<file path="src/rtl/reduce_add_n_if.sv">
`default_nettype none
// ============================================================================
// Module   : reduce_add_n_if
// Purpose  : Host load/collect handshake bundle for the N-operand reduction adder.
// Revision : 1.0
// ============================================================================
interface reduce_add_n_if #(
    parameter int WIDTH = 32,
    parameter int N_IN  = 7
);
    logic                    r_enable;
    logic                    mode;
    logic [N_IN*WIDTH-1:0]   init_data;
    logic                    busy;
    logic                    w_enable;
    logic [WIDTH-1:0]        result;
    logic                    overflow;

    modport master (
        output r_enable, mode, init_data,
        input  busy, w_enable, result, overflow
    );

    modport slave (
        input  r_enable, mode, init_data,
        output busy, w_enable, result, overflow
    );
endinterface
`default_nettype wire

</file>
<file path="src/rtl/reduce_add_n.sv">
`default_nettype none
// ============================================================================
// Module   : reduce_add_n
// Purpose  : Loads N_IN operands and reduces them pairwise on N_ADD shared
//            adders (wrap or unsigned-saturate), pulsing w_enable when done.
// Revision : 1.0
// ============================================================================
module reduce_add_n #(
    parameter int WIDTH = 32,
    parameter int N_IN  = 7,
    parameter int N_ADD = 2
) (
    input wire            clk,
    input wire            rst,
    reduce_add_n_if.slave bus
);

    localparam int c_LW    = $clog2(N_IN + 1);
    // Adders that can ever be used: never more pairs than operands allow.
    localparam int c_NPAIR = (N_ADD < N_IN / 2) ? N_ADD : N_IN / 2;
    localparam int c_NSLOT = (c_NPAIR > 0) ? c_NPAIR : 1;

    typedef enum logic [0:0] {
        S_IDLE   = 1'b0,
        S_REDUCE = 1'b1
    } state_t;

    state_t             r_state;
    state_t             w_state_next;
    logic               w_load;
    logic               w_step;
    logic               w_done;

    logic [WIDTH-1:0]   r_ops  [N_IN];
    logic [WIDTH-1:0]   w_next [N_IN];
    logic [c_LW-1:0]    r_live;
    logic [c_LW-1:0]    w_half;
    logic [c_LW-1:0]    w_k;
    logic               r_mode;
    logic               r_ovf_acc;
    logic               w_step_ovf;

    logic [WIDTH-1:0]   w_sum [c_NSLOT];
    logic [c_NSLOT-1:0] w_cy;

    logic [WIDTH-1:0]   r_result;
    logic               r_overflow;
    logic               r_w_enable;

    always_ff @(posedge clk or posedge rst) begin
        if (rst) begin
            r_state <= S_IDLE;
        end else begin
            r_state <= w_state_next;
        end
    end

    always_comb begin
        w_state_next = r_state;
        w_load       = 1'b0;
        w_step       = 1'b0;
        w_done       = 1'b0;
        case (r_state)
            S_IDLE: begin
                if (bus.r_enable) begin
                    w_load       = 1'b1;
                    w_state_next = S_REDUCE;
                end
            end
            S_REDUCE: begin
                if (r_live == c_LW'(1)) begin
                    w_done       = 1'b1;
                    w_state_next = S_IDLE;
                end else begin
                    w_step = 1'b1;
                end
            end
        endcase
    end

    assign w_half = r_live >> 1;
    assign w_k    = (w_half < c_LW'(c_NPAIR)) ? w_half : c_LW'(c_NPAIR);

    for (genvar j = 0; j < c_NSLOT; j++) begin : g_add
        if (j < c_NPAIR) begin : g_real
            logic [WIDTH:0] w_raw;
            assign w_raw    = {1'b0, r_ops[2*j]} + {1'b0, r_ops[2*j+1]};
            assign w_cy[j]  = w_raw[WIDTH];
            assign w_sum[j] = (r_mode && w_raw[WIDTH]) ? {WIDTH{1'b1}} : w_raw[WIDTH-1:0];
        end else begin : g_none
            assign w_cy[j]  = 1'b0;
            assign w_sum[j] = '0;
        end
    end

    // Leftover live values slide down by k; the first k slots take the sums.
    always_comb begin
        w_step_ovf = 1'b0;
        for (int j = 0; j < N_IN; j++) begin
            w_next[j] = r_ops[j];
        end
        for (int s = 0; s <= c_NPAIR; s++) begin
            for (int j = 0; j + s < N_IN; j++) begin
                if ((w_k == c_LW'(s)) && (c_LW'(j + s) < r_live)) begin
                    w_next[j] = r_ops[j + s];
                end
            end
        end
        for (int j = 0; j < c_NPAIR; j++) begin
            if (c_LW'(j) < w_k) begin
                w_next[j]  = w_sum[j];
                w_step_ovf = w_step_ovf | w_cy[j];
            end
        end
    end

    // Working registers need no reset: they are always loaded before use.
    always_ff @(posedge clk) begin
        if (w_load) begin
            for (int i = 0; i < N_IN; i++) begin
                r_ops[i] <= bus.init_data[i*WIDTH +: WIDTH];
            end
            r_live    <= c_LW'(N_IN);
            r_mode    <= bus.mode;
            r_ovf_acc <= 1'b0;
        end else if (w_step) begin
            r_ops     <= w_next;
            r_live    <= r_live - w_k;
            r_ovf_acc <= r_ovf_acc | w_step_ovf;
        end
    end

    always_ff @(posedge clk or posedge rst) begin
        if (rst) begin
            r_result   <= '0;
            r_overflow <= 1'b0;
            r_w_enable <= 1'b0;
        end else begin
            r_w_enable <= w_done;
            if (w_done) begin
                r_result   <= r_ops[0];
                r_overflow <= r_ovf_acc;
            end else if (w_load) begin
                r_overflow <= 1'b0;
            end
        end
    end

    assign bus.busy     = (r_state == S_REDUCE);
    assign bus.w_enable = r_w_enable;
    assign bus.result   = r_result;
    assign bus.overflow = r_overflow;

endmodule
`default_nettype wire

</file>
<file path="src/flat_wrapper.sv">
// flat-port wrapper written by rule: the top's interface ports become plain ports
module reduce_add_n_flat 
#(
    parameter int WIDTH = 32,
    parameter int N_IN  = 7,
    parameter int N_ADD = 2
)
  (clk, rst, bus_r_enable, bus_mode, bus_init_data, bus_busy, bus_w_enable, bus_result, bus_overflow);
  reduce_add_n_if #(.WIDTH(WIDTH), .N_IN(N_IN)) bus_i ();
  input wire clk;
  input wire rst;
  input wire logic [$bits(bus_i.r_enable)-1:0] bus_r_enable;
  input wire logic [$bits(bus_i.mode)-1:0] bus_mode;
  input wire logic [$bits(bus_i.init_data)-1:0] bus_init_data;
  output wire logic [$bits(bus_i.busy)-1:0] bus_busy;
  output wire logic [$bits(bus_i.w_enable)-1:0] bus_w_enable;
  output wire logic [$bits(bus_i.result)-1:0] bus_result;
  output wire logic [$bits(bus_i.overflow)-1:0] bus_overflow;
  assign bus_i.r_enable = bus_r_enable;
  assign bus_i.mode = bus_mode;
  assign bus_i.init_data = bus_init_data;
  assign bus_busy = bus_i.busy;
  assign bus_w_enable = bus_i.w_enable;
  assign bus_result = bus_i.result;
  assign bus_overflow = bus_i.overflow;
  reduce_add_n #(.WIDTH(WIDTH), .N_IN(N_IN), .N_ADD(N_ADD)) u_core (.clk(clk), .rst(rst), .bus(bus_i));
endmodule
</file>
<file path="config.mk">
export PLATFORM = sky130hd
export DESIGN_NAME = reduce_add_n_flat
export DESIGN_NICKNAME = d
export VERILOG_FILES = /design/src/rtl/reduce_add_n_if.sv /design/src/rtl/reduce_add_n.sv /design/src/flat_wrapper.sv
export SDC_FILE = /design/constraint.sdc
export NUM_CORES = 1
export LEC_CHECK = 0
export BUFFER_PORTS_ARGS = -buffer_cell sky130_fd_sc_hd__buf_2
export CAP_MARGIN = 20
export CORE_AREA = 2 2 131 197
export CTS_BUF_LIST = sky130_fd_sc_hd__clkbuf_2 sky130_fd_sc_hd__clkbuf_4 sky130_fd_sc_hd__clkbuf_8
export CTS_CLUSTER_DIAMETER = 50
export DETAILED_ROUTE_END_ITERATION = 6
export DIE_AREA = 0 0 133 199
export PLACE_DENSITY = 0.88
export SYNTH_ARGS = -nofsm -noshare
export SYNTH_HDL_FRONTEND = slang
export SYNTH_SLANG_ARGS = --single-unit
export TNS_END_PERCENT = 10
</file>
<file path="constraint.sdc">
create_clock -name clk -period 6.45 [get_ports clk]
set_input_delay 1.29 -clock clk [delete_from_list [all_inputs] [get_ports clk]]
set_output_delay 1.29 -clock clk [all_outputs]
set_load 0.02 [all_outputs]
</file>
---- Yosys cells after proc, flatten, opt, wreduce, memory -nomap -nowiden ----
Index checks and enable logic that the tools add are counted.
storage, ports and cells
  register bits ........................... 264
  input port bits ......................... 228
  output and inout port bits .............. 35
  logic and storage cells ................. 88
operators by class
  $add $sub $neg .......................... 3
  order comparisons ....................... 9
  eq/ne operators ......................... 3
  muxes and demuxes ....................... 29
  bitwise gates (word level) .............. 3
  reductions and logical operators ........ 27
operators by type and width
  operator                                                   count
  two-way mux 32 bit                                         15
  two-way mux 224 bit                                        2
  adder 32 x 32 -> 33 bit                                    2
  logical AND 1 bit                                          13
  AND reduction 2 bit                                        6
  two-way mux 1 bit                                          10
  less-than comparator 1 x 3 -> 1 bit, first input constant  3
  less-than comparator 3 bit, first input constant           3
  nonzero test 3 bit                                         3
  nonzero test 4 bit                                         2
  equality test 3 x 1 -> 1 bit, second input constant        2
  less-than comparator 2 x 3 -> 1 bit, first input constant  2
  nonzero test 2 bit                                         3
  equality test 3 x 2 -> 1 bit, second input constant        1
  subtractor 3 bit                                           1
  less-than comparator 2 bit, second input constant          1
  two-way mux 2 bit                                          1
  bitwise OR 1 bit                                           2
  one-hot mux 1 bit (2 select lines)                         1
  inverter 1 bit                                             1

---- Longest topological paths before layout ----
Gate-level depths: netlist (run 1).
  depth in word-level cells ............... 9
  mapped depth ............................ 13
  mapped depth without buffers ............ 12

---- Least setup slack after synthesis (run 1) ----
Ideal clock, no wire load.
  path kind ............................... input to register
  from .................................... input bus_r_enable
  to ...................................... register u_core.r_ops[64] in the netlist's numbering (enable)
  library setup time ...................... 0.433 ns
  arrival time ............................ 3.894 ns
  data required time ...................... 6.017 ns
  path slack .............................. 2.123 ns
  stages on the path ...................... 8
  buffers on the path ..................... 4
  cell sequence ........................... nand2b_1 > clkbuf_1 > inv_1 > clkbuf_1 > buf_2 > buf_8 > a21oi_1 > o22ai_1
on the way
  cells in the longest elaborated chain, start to end .. 4
  elaborated cells between the ends (all ways) .. 5
  those cells by class .................... mux: 2; reduce/logical: 3
RTL lines
  what                                                                       RTL line             source
  from (decl)                                                                flat_wrapper.sv:12   input wire logic [$bits(bus_i.r_enable)-1:0] bus_r_enable;
  two-way mux 1 bit *                                                        reduce_add_n.sv:65   if (bus.r_enable) begin
  two-way mux 1 bit *                                                        reduce_add_n.sv:63   case (r_state)
  nonzero test 3 bit (no source line) or nonzero test 2 bit (tied branches)  -
  AND reduction 2 bit (no source line) *                                     -
  to (signal, indexed assignment)                                            reduce_add_n.sv:121  r_ops[i] <= bus.init_data[i*WIDTH +: WIDTH];
  to (signal assigned)                                                       reduce_add_n.sv:127  r_ops <= w_next;
  to (decl)                                                                  reduce_add_n.sv:34   logic [WIDTH-1:0] r_ops [N_IN];
Mark *: on every way between the ends. The rest lies on a longest branch, timed or not.
A chain may end at the register's enable or synchronous reset.

---- Final worst setup path (run 1) ----
  from .................................... register u_core.r_ops[160] in the netlist's numbering
  to ...................................... register u_core.r_ops[192] in the netlist's numbering (data pin)
on the way
  cells in the longest elaborated chain, start to end .. 6
  elaborated cells between the ends (all ways) .. 8
  those cells by class .................... add/sub: 1; mux: 6; reduce/logical: 1
RTL lines
  what                     RTL line             source
  adder 32 x 32 -> 33 bit  reduce_add_n.sv:87   assign w_raw = {1'b0, r_ops[2*j]} + {1'b0, r_ops[2*j+1]};
  logical AND 1 bit        reduce_add_n.sv:89   assign w_sum[j] = (r_mode && w_raw[WIDTH]) ? {WIDTH{1'b1}} : w_raw[WIDTH-1:0];
  two-way mux 32 bit       reduce_add_n.sv:89
  two-way mux 32 bit *     reduce_add_n.sv:110  if (c_LW'(j) < w_k) begin
  two-way mux 224 bit *    reduce_add_n.sv:126  end else if (w_step) begin
  two-way mux 224 bit *    reduce_add_n.sv:119  if (w_load) begin
Mark *: on every way between the ends. The rest lies on a longest branch, timed or not. The select of a mux whose other input is x is not followed.

==> qor.txt, run 1 <==
run status -> complete, but fails checks
failing checks -> DRC
Post-Synth Adder-Cell Area -> 6.13%
Post-Route WL -> 35700 um
top cell type's share of synthesized area -> 44.0%
Seq cells post-synth -> 264
largest family of logic cells by synthesized area -> compound AO/OA/AOI/OAI gates
die height -> 199 um
CTS tree -> done
GRT Max-Usage Layer -> met2
Worst EP required -> 6.74 ns
RR Endpoint -> u_core.r_ops[192]
end of the critical path -> u_core.r_ops[192]
clk_lat worst skew -> 0.58 ns
All-Layer GR Usage -> 26.3%
Ys Warns -> 0
layout cells sized above 1 -> 23.1%
clk root buf -> clkbuf_8
period utilization -> 59.4%
CP endpoint kind -> flip-flop
Die Wd -> 133 um
first drt pass iteration count -> 7
Sw Share -> 43.1%
Vias/cell -> 5.82
Max Cap Viol -> 0
Slew Limit Fails -> 0
proportion of synthesized area in mux cells -> 8.88%
hold buffer count at CTS -> 0
initial antenna violation count -> 0
Clock Skews -> 0.0272 ns
CP delay by family, top -> compound AO/OA/AOI/OAI gates
Clock Path Buffers -> 3
num rows -> 71
CTS buffer count -> 41
internal power component -> 6.64 mW
CP max stage delay -> 0.43 ns
unrepaired setup endpoints after global routing -> false
power share of the sequential group -> 31.7%
first-pass GRT wire length -> 56300 um
final setup violation count -> 0
Post-synth EDFFs -> 225
cell count after synthesis -> 1493
residual DRC count -> 4
Clk network pwr share -> 12.1%
Synth area leader -> edfxtp_1
Crit Path Category -> flip-flop to flip-flop
clk sinks -> 264
total gr overflow -> 0
Mean Syn Cell Area -> 10.3 sq um
library cells used by synthesis -> 67
area grow syn2layout -> 15.7%
port buffer count -> 262
buffers and inverters on the worst path -> 1
Max VDD drop -> 0.295 mV
Iter 0 DRT Violations -> 777
HPWL Detailed -> 26100 um
sequential element share of the synthesized area -> 50.3%
post-CTS setup repair buffer count -> 0
Pleak -> 7.23 nW
Final ANT Viol Nets -> 0
Reg2Reg Launch Point -> u_core.r_ops[160]
CTS clk-pin slew, worst paths -> 0.06 ns
Highest Clock Rate -> 261 MHz
xor-xnor portion of the synthesized cell area -> 3.25%
Crit path arrival time -> 4.12 ns
Post-Synth Simple-Gate Area -> 12.3%
GR Util met1 -> 32.6%
Post-DP Area -> 16900 sq um
H-Tree Depth -> 2
Rel. slew slack -> 26.9%
Wirelength per Cell -> 17.1 um
Core ar. -> 24800 sq um
I/O pin cnt -> 263
flop2flop setup slack -> 2.62 ns
Hold Path Class -> flip-flop to flip-flop
die area -> 26500 sq um
ys async rst share -> 13.3%
GPL Wtd Cong -> 0.957
fin nets -> 2031
most frequent CP cell -> o21ai_1
Synth Area in Compound Gates -> 16.1%
switching power -> 5.03 mW
area of the mapped netlist -> 15300 sq um
Final Hold Violating Endpoints -> 0
fin crit period -> 3.83 ns
CP max-delay cell -> a41oi_2
Post-Syn Nets -> 1795
vias in the first global route -> 11800
finished layout cell area -> 17800 sq um
met2 Use GR -> 46.5%
Setup TNS Final -> 0 ns
top post-synthesis cells by area -> edfxtp_1, nand2_1, mux2i_1
post-cts resize count -> 0
Critical Path Source -> u_core.r_ops[160]
via count -> 12200
# diodes -> 0
worst-path cell chain -> ha_1 > fa_1 > a21oi_1 > o21ai_1 > a21oi_2 > o211ai_2 > a41oi_2 > o2111ai_1 > a31oi_1 > o21ai_2 > buf_4 > o22ai_1 > o21ai_1
crit-path max FO -> 32
Levels on crit path -> 13
combinational power share -> 56.1%
Top FF cell, synth -> edfxtp_1
starting density of the core -> 61.9%
largest net degree at the start of global routing -> 258
Power per Cell Area -> 657 nW/um^2
CP Launch Type -> flip-flop
slew at the pin closest to its max-slew limit -> 1.10 ns
R2R depth -> 13
GR met3 Demand/Resource -> 3.52%
[area by class of cell]
class | count | area, sq um
sequential | 264 | 7710
multi-input combinational | 1118 | 7240
fill | 1769 | 7020
timing repair buffer | 274 | 1450
clock buffer | 55 | 688
tap | 328 | 410
clock inverter | 20 | 136
inverter | 30 | 120
[stage by stage]
step / worst slack [ns] / total power, mW / cells / hold slack, ns / util (%)
2_1_floorplan: 2.12 / 8.69 / 1493 / 0.423 / -
3_3_place_gp: 2.55 / 9.85 / 2011 / 0.446 / 68.1
3_5_place_dp: 2.42 / 10.1 / 2012 / 0.459 / 68.2
4_1_cts: 2.42 / 11.6 / 2087 / 0.473 / 71.5
5_1_grt: 2.38 / 12.5 / 2089 / 0.498 / 71.7
6_report: 2.62 / 11.7 / 2089 / 0.473 / 71.7
[power by group through the flow]
stage / Sequential, mW / Clock (mW) / Combinational, mW
2_1_floorplan: 3.71 / 0 / 4.99
3_3_place_gp: 3.68 / 0 / 6.17
3_5_place_dp: 3.72 / 0 / 6.43
4_1_cts: 3.69 / 1.44 / 6.46
5_1_grt: 3.77 / 1.51 / 7.26
6_report: 3.70 / 1.42 / 6.54
[flip-flops by register name, summed over array words and instances, names as in the netlist]
signal               flops
u_core.r_ops           224
u_core.bus.result       32
u_core.r_live            3
u_core.bus.busy          1
u_core.bus.overflow      1
u_core.bus.w_enable      1
u_core.r_mode            1
u_core.r_ovf_acc         1
[tightest hold or removal path: stages (launching register included)]
cell	delay [ns]
dfxtp_1	0.33
nand2_1	0.05
o21ai_0	0.06
[worst min-delay path by stage]
stage | start | endpoint | slack, ns | depth (start not counted)
2_1_floorplan | u_core.r_ovf_acc | u_core.r_ovf_acc | 0.42 | 2
3_3_place_gp | u_core.r_ovf_acc | u_core.r_ovf_acc | 0.45 | 2
3_5_place_dp | u_core.r_ovf_acc | u_core.r_ovf_acc | 0.46 | 2
4_1_cts | u_core.r_ovf_acc | u_core.r_ovf_acc | 0.47 | 2
5_1_grt | u_core.r_ovf_acc | u_core.r_ovf_acc | 0.50 | 2
6_report | u_core.r_ovf_acc | u_core.r_ovf_acc | 0.47 | 2
[cells in the mapped netlist, types with 5 or more instances]
cell	number
mux2i_1	99
ha_1	72
xnor2_1	34
nand4_1	9
a21oi_1	69
a21oi_2	5
nor2_1	41
buf_1	5
dfrtp_1	35
and2_1	36
nand2b_1	10
xor2_1	23
o22ai_1	62
edfxtp_1	225
a31oi_1	8
nand2_1	298
buf_2	7
nand3_1	20
o21bai_1	16
o21a_1	5
nor2b_1	6
nor3_1	8
o21ai_0	150
mux2_2	33
inv_1	29
o21ai_1	44
a21o_1	16
clkbuf_1	61
[metal layers]
metal | vias up | wire (um) | share of wire (%)
li1 | 5945 | - | -
met1 | 5621 | 14400 | 40
met2 | 490 | 18000 | 50
met3 | 99 | 2080 | 5.8
met4 | 0 | 1210 | 3.4
met5 | - | 0 | 0
[placed cells by master, fill, tap and decap left out, drive strengths merged, types with 35 or more instances in the layout]
master  synthesis  final
a21oi          74     74
and2           36     36
buf            19    274
clkbuf         62     55
dfrtp          35     35
edfxtp        225    225
ha             72     72
mux2i          99     99
nand2         298    298
nor2           41     41
o21ai         195    195
o22ai          62     62
[cell families after synthesis]
group           Yosys count
fa+ha+maj                74
compound gates          414
flops                   264
buf+inv                 111
xor+xnor                 57
simple gates            441
mux                     132
No activity file was read; power rests on OpenSTA's default activity.
==> inputs of run 2 (changes only) <==
Settings changed: CORE_AREA 2 2 131 197 to 2 2 135 203, DIE_AREA 0 0 133 199 to 0 0 137 205, PLACE_DENSITY 0.88 to 0.83.
Clock period 6.45 ns to 4 ns, I/O delays scaled along.
==> qor.txt, run 2 (synthesis results as in run 1) <==
most frequent cells in the layout -> nand2_1, buf_2, edfxtp_1
area grow syn2layout -> 16.1%
H-Tree Depth -> 2 (unchanged)
Max VDD drop -> 0.522 mV (+77%)
GR met3 Demand/Resource -> 3.51% (about the same)
CP max stage delay -> 0.45 ns (+0.02 ns)
buffers and inverters on the worst path -> 0 (-1)
Setup TNS Final -> 0 ns (unchanged)
FILL cells -> 2016 (+14%)
All-Layer GR Usage -> 26.1% (-0.25 points)
die height -> 205 um (+3.0%)
clk root buf -> clkbuf_8
Final Hold Violating Endpoints -> 0 (unchanged)
Clock Skews -> 0.0168 ns (-0.0104 ns)
CP delay by family, top -> compound AO/OA/AOI/OAI gates
Highest Clock Rate -> 270 MHz (+3.4%)
total gr overflow -> 0 (unchanged)
Hold Path Class -> input port to asynchronous set/reset pin
GRT Max-Usage Layer -> met2
Die Wd -> 137 um (+3.0%)
Iter 0 DRT Violations -> 630 (-19%)
hold buffer count at CTS -> 0 (unchanged)
CP endpoint kind -> flip-flop
Power, Total -> 18.9 mW (+62%)
# diodes -> 0 (unchanged)
CTS clk-pin slew, worst paths -> 0.07 ns (about the same)
clk sinks -> 264 (unchanged)
Post-DP Area -> 17000 sq um (+0.38%)
worst-path cell chain -> ha_1 > fa_1 > a21oi_1 > o21ai_1 > a211oi_2 > nor4_1 > a2111o_1 > nand4_1 > nand3_1 > a21o_2 > o21bai_1 > a22o_1
Worst EP required -> 4.30 ns (-2.44 ns)
most common cell after layout, fill and taps aside -> nand2_1
vias in the first global route -> 12100 (+2.2%)
Slew Limit Fails -> 0 (unchanged)
Power per Cell Area -> 1060 nW/um^2 (+61%)
post-cts resize count -> 0 (unchanged)
worst slack at placement -> 0.362 ns (-2.06 ns)
Rel. slew slack -> 27.5% (+0.67 points)
R2R depth -> 12 (-1)
slew at the pin closest to its max-slew limit -> 1.08 ns (-0.0129 ns)
fin nets -> 2036 (+0.25%)
post-CTS setup repair buffer count -> 0 (unchanged)
max reg flops -> 224 (unchanged)
fin crit period -> 3.71 ns (-0.125 ns)
largest net degree at the start of global routing -> 216 (-16%)
finished layout cell area -> 17800 sq um (+0.35%)
residual DRC count -> 0 (-4)
starting density of the core -> 58.3% (-3.6 points)
HPWL Detailed -> 27300 um (+4.5%)
layout cells sized above 1 -> 23.3% (+0.14 points)
crit-path max FO -> 31 (-3.1%)
period utilization -> 92.7% (+33 points)
Post-Route WL -> 36600 um (+2.8%)
I/O pin cnt -> 263 (unchanged)
Clock Path Buffers -> 3 (unchanged)
GPL Wtd Cong -> 0.893 (-6.7%)
Final WS setup -> 0.291 ns (-2.32 ns)
Core ar. -> 26300 sq um (+6.1%)
met2 Use GR -> 45.0% (-1.5 points)
Finished Core Util -> 67.8% (-3.9 points)
Crit Path Category -> flip-flop to flip-flop
Levels on crit path -> 12 (-1)
run status -> finished, final reports clean
unrepaired setup endpoints after global routing -> false
Pleak -> 7.24 nW (+0.24%)
CP Launch Type -> flip-flop
CP max-delay cell -> a21o_2
CTS buffer count -> 40 (-2.4%)
Crit path arrival time -> 4.01 ns (-0.11 ns)
initial antenna violation count -> 0 (unchanged)
Reg with most FFs -> u_core.r_ops
Vias/cell -> 5.76 (-1.1%)
first-pass GRT wire length -> 58500 um (+3.9%)
first drt pass iteration count -> 5 (-2)
port buffer count -> 262 (unchanged)
via count -> 12100 (-0.56%)
GR Util met1 -> 32.4% (-0.15 points)
CTS tree -> done
Wirelength per Cell -> 17.4 um (+2.2%)
num rows -> 73 (+2.8%)
clk_lat worst skew -> 0.55 ns (-0.03 ns)
Max Cap Viol -> 0 (unchanged)
final setup violation count -> 0 (unchanged)
Final ANT Viol Nets -> 0 (unchanged)
die area -> 28100 sq um (+6.1%)
## run 2: area by class of cell
cell class | instances | area, sq um | area share, %
timing repair buffer | 280 | 1510 | 8.48
clock inverter | 11 | 83.8 | 0.470
clock buffer | 60 | 732 | 4.11
sequential | 264 | 7710 | 43.3
tap | 337 | 422 | 2.37
inverter | 30 | 120 | 0.674
multi-input combinational | 1118 | 7240 | 40.6
## run 2: power by group
group          leakage, nW  switching (mW)  internal, mW
logic                 4.24            6.28          4.37
registers             2.58           0.789          5.18
clock network        0.421            1.03          1.24
## run 2: stage by stage
stage | hold slack, ns | instances
2_1_floorplan | 0.423 | 1493
3_3_place_gp | 0.458 | 2026
3_5_place_dp | 0.473 | 2027
4_1_cts | 0.397 | 2098
5_1_grt | 0.193 | 2100
6_report | 0.185 | 2100
## run 2: worst register-to-register path, stage by stage (launching register included)
cell      delay, ns
edfxtp_1       0.41
ha_1           0.25
fa_1           0.40
a21oi_1        0.22
o21ai_1        0.16
a211oi_2       0.35
nor4_1         0.10
a2111o_1       0.44
nand4_1        0.11
nand3_1        0.12
a21o_2         0.45
o21bai_1       0.25
a22o_1         0.18
## run 2: path summary, 6_finish.rpt
path | from | end | slack (ns)
hold / removal | rst | u_core.bus.result[31] | 0.19
setup reg to reg | u_core.r_ops[96] | u_core.r_ops[187] | 0.29
min in group clk | bus_mode | u_core.r_mode | 0.42
max in group asynchronous | rst | u_core.bus.result[7] | 3.19
setup / recovery | u_core.r_ops[96] | u_core.r_ops[187] | 0.29
hold reg to reg | u_core.bus.result[13] | u_core.bus.result[13] | 0.50
## run 2: per-layer routing
layer | vias up | share of wire (%)
met1 | 5647 | 41
li1 | 5949 | -
met5 | - | 0
met3 | 86 | 5.2
met4 | 0 | 3.9
met2 | 405 | 50
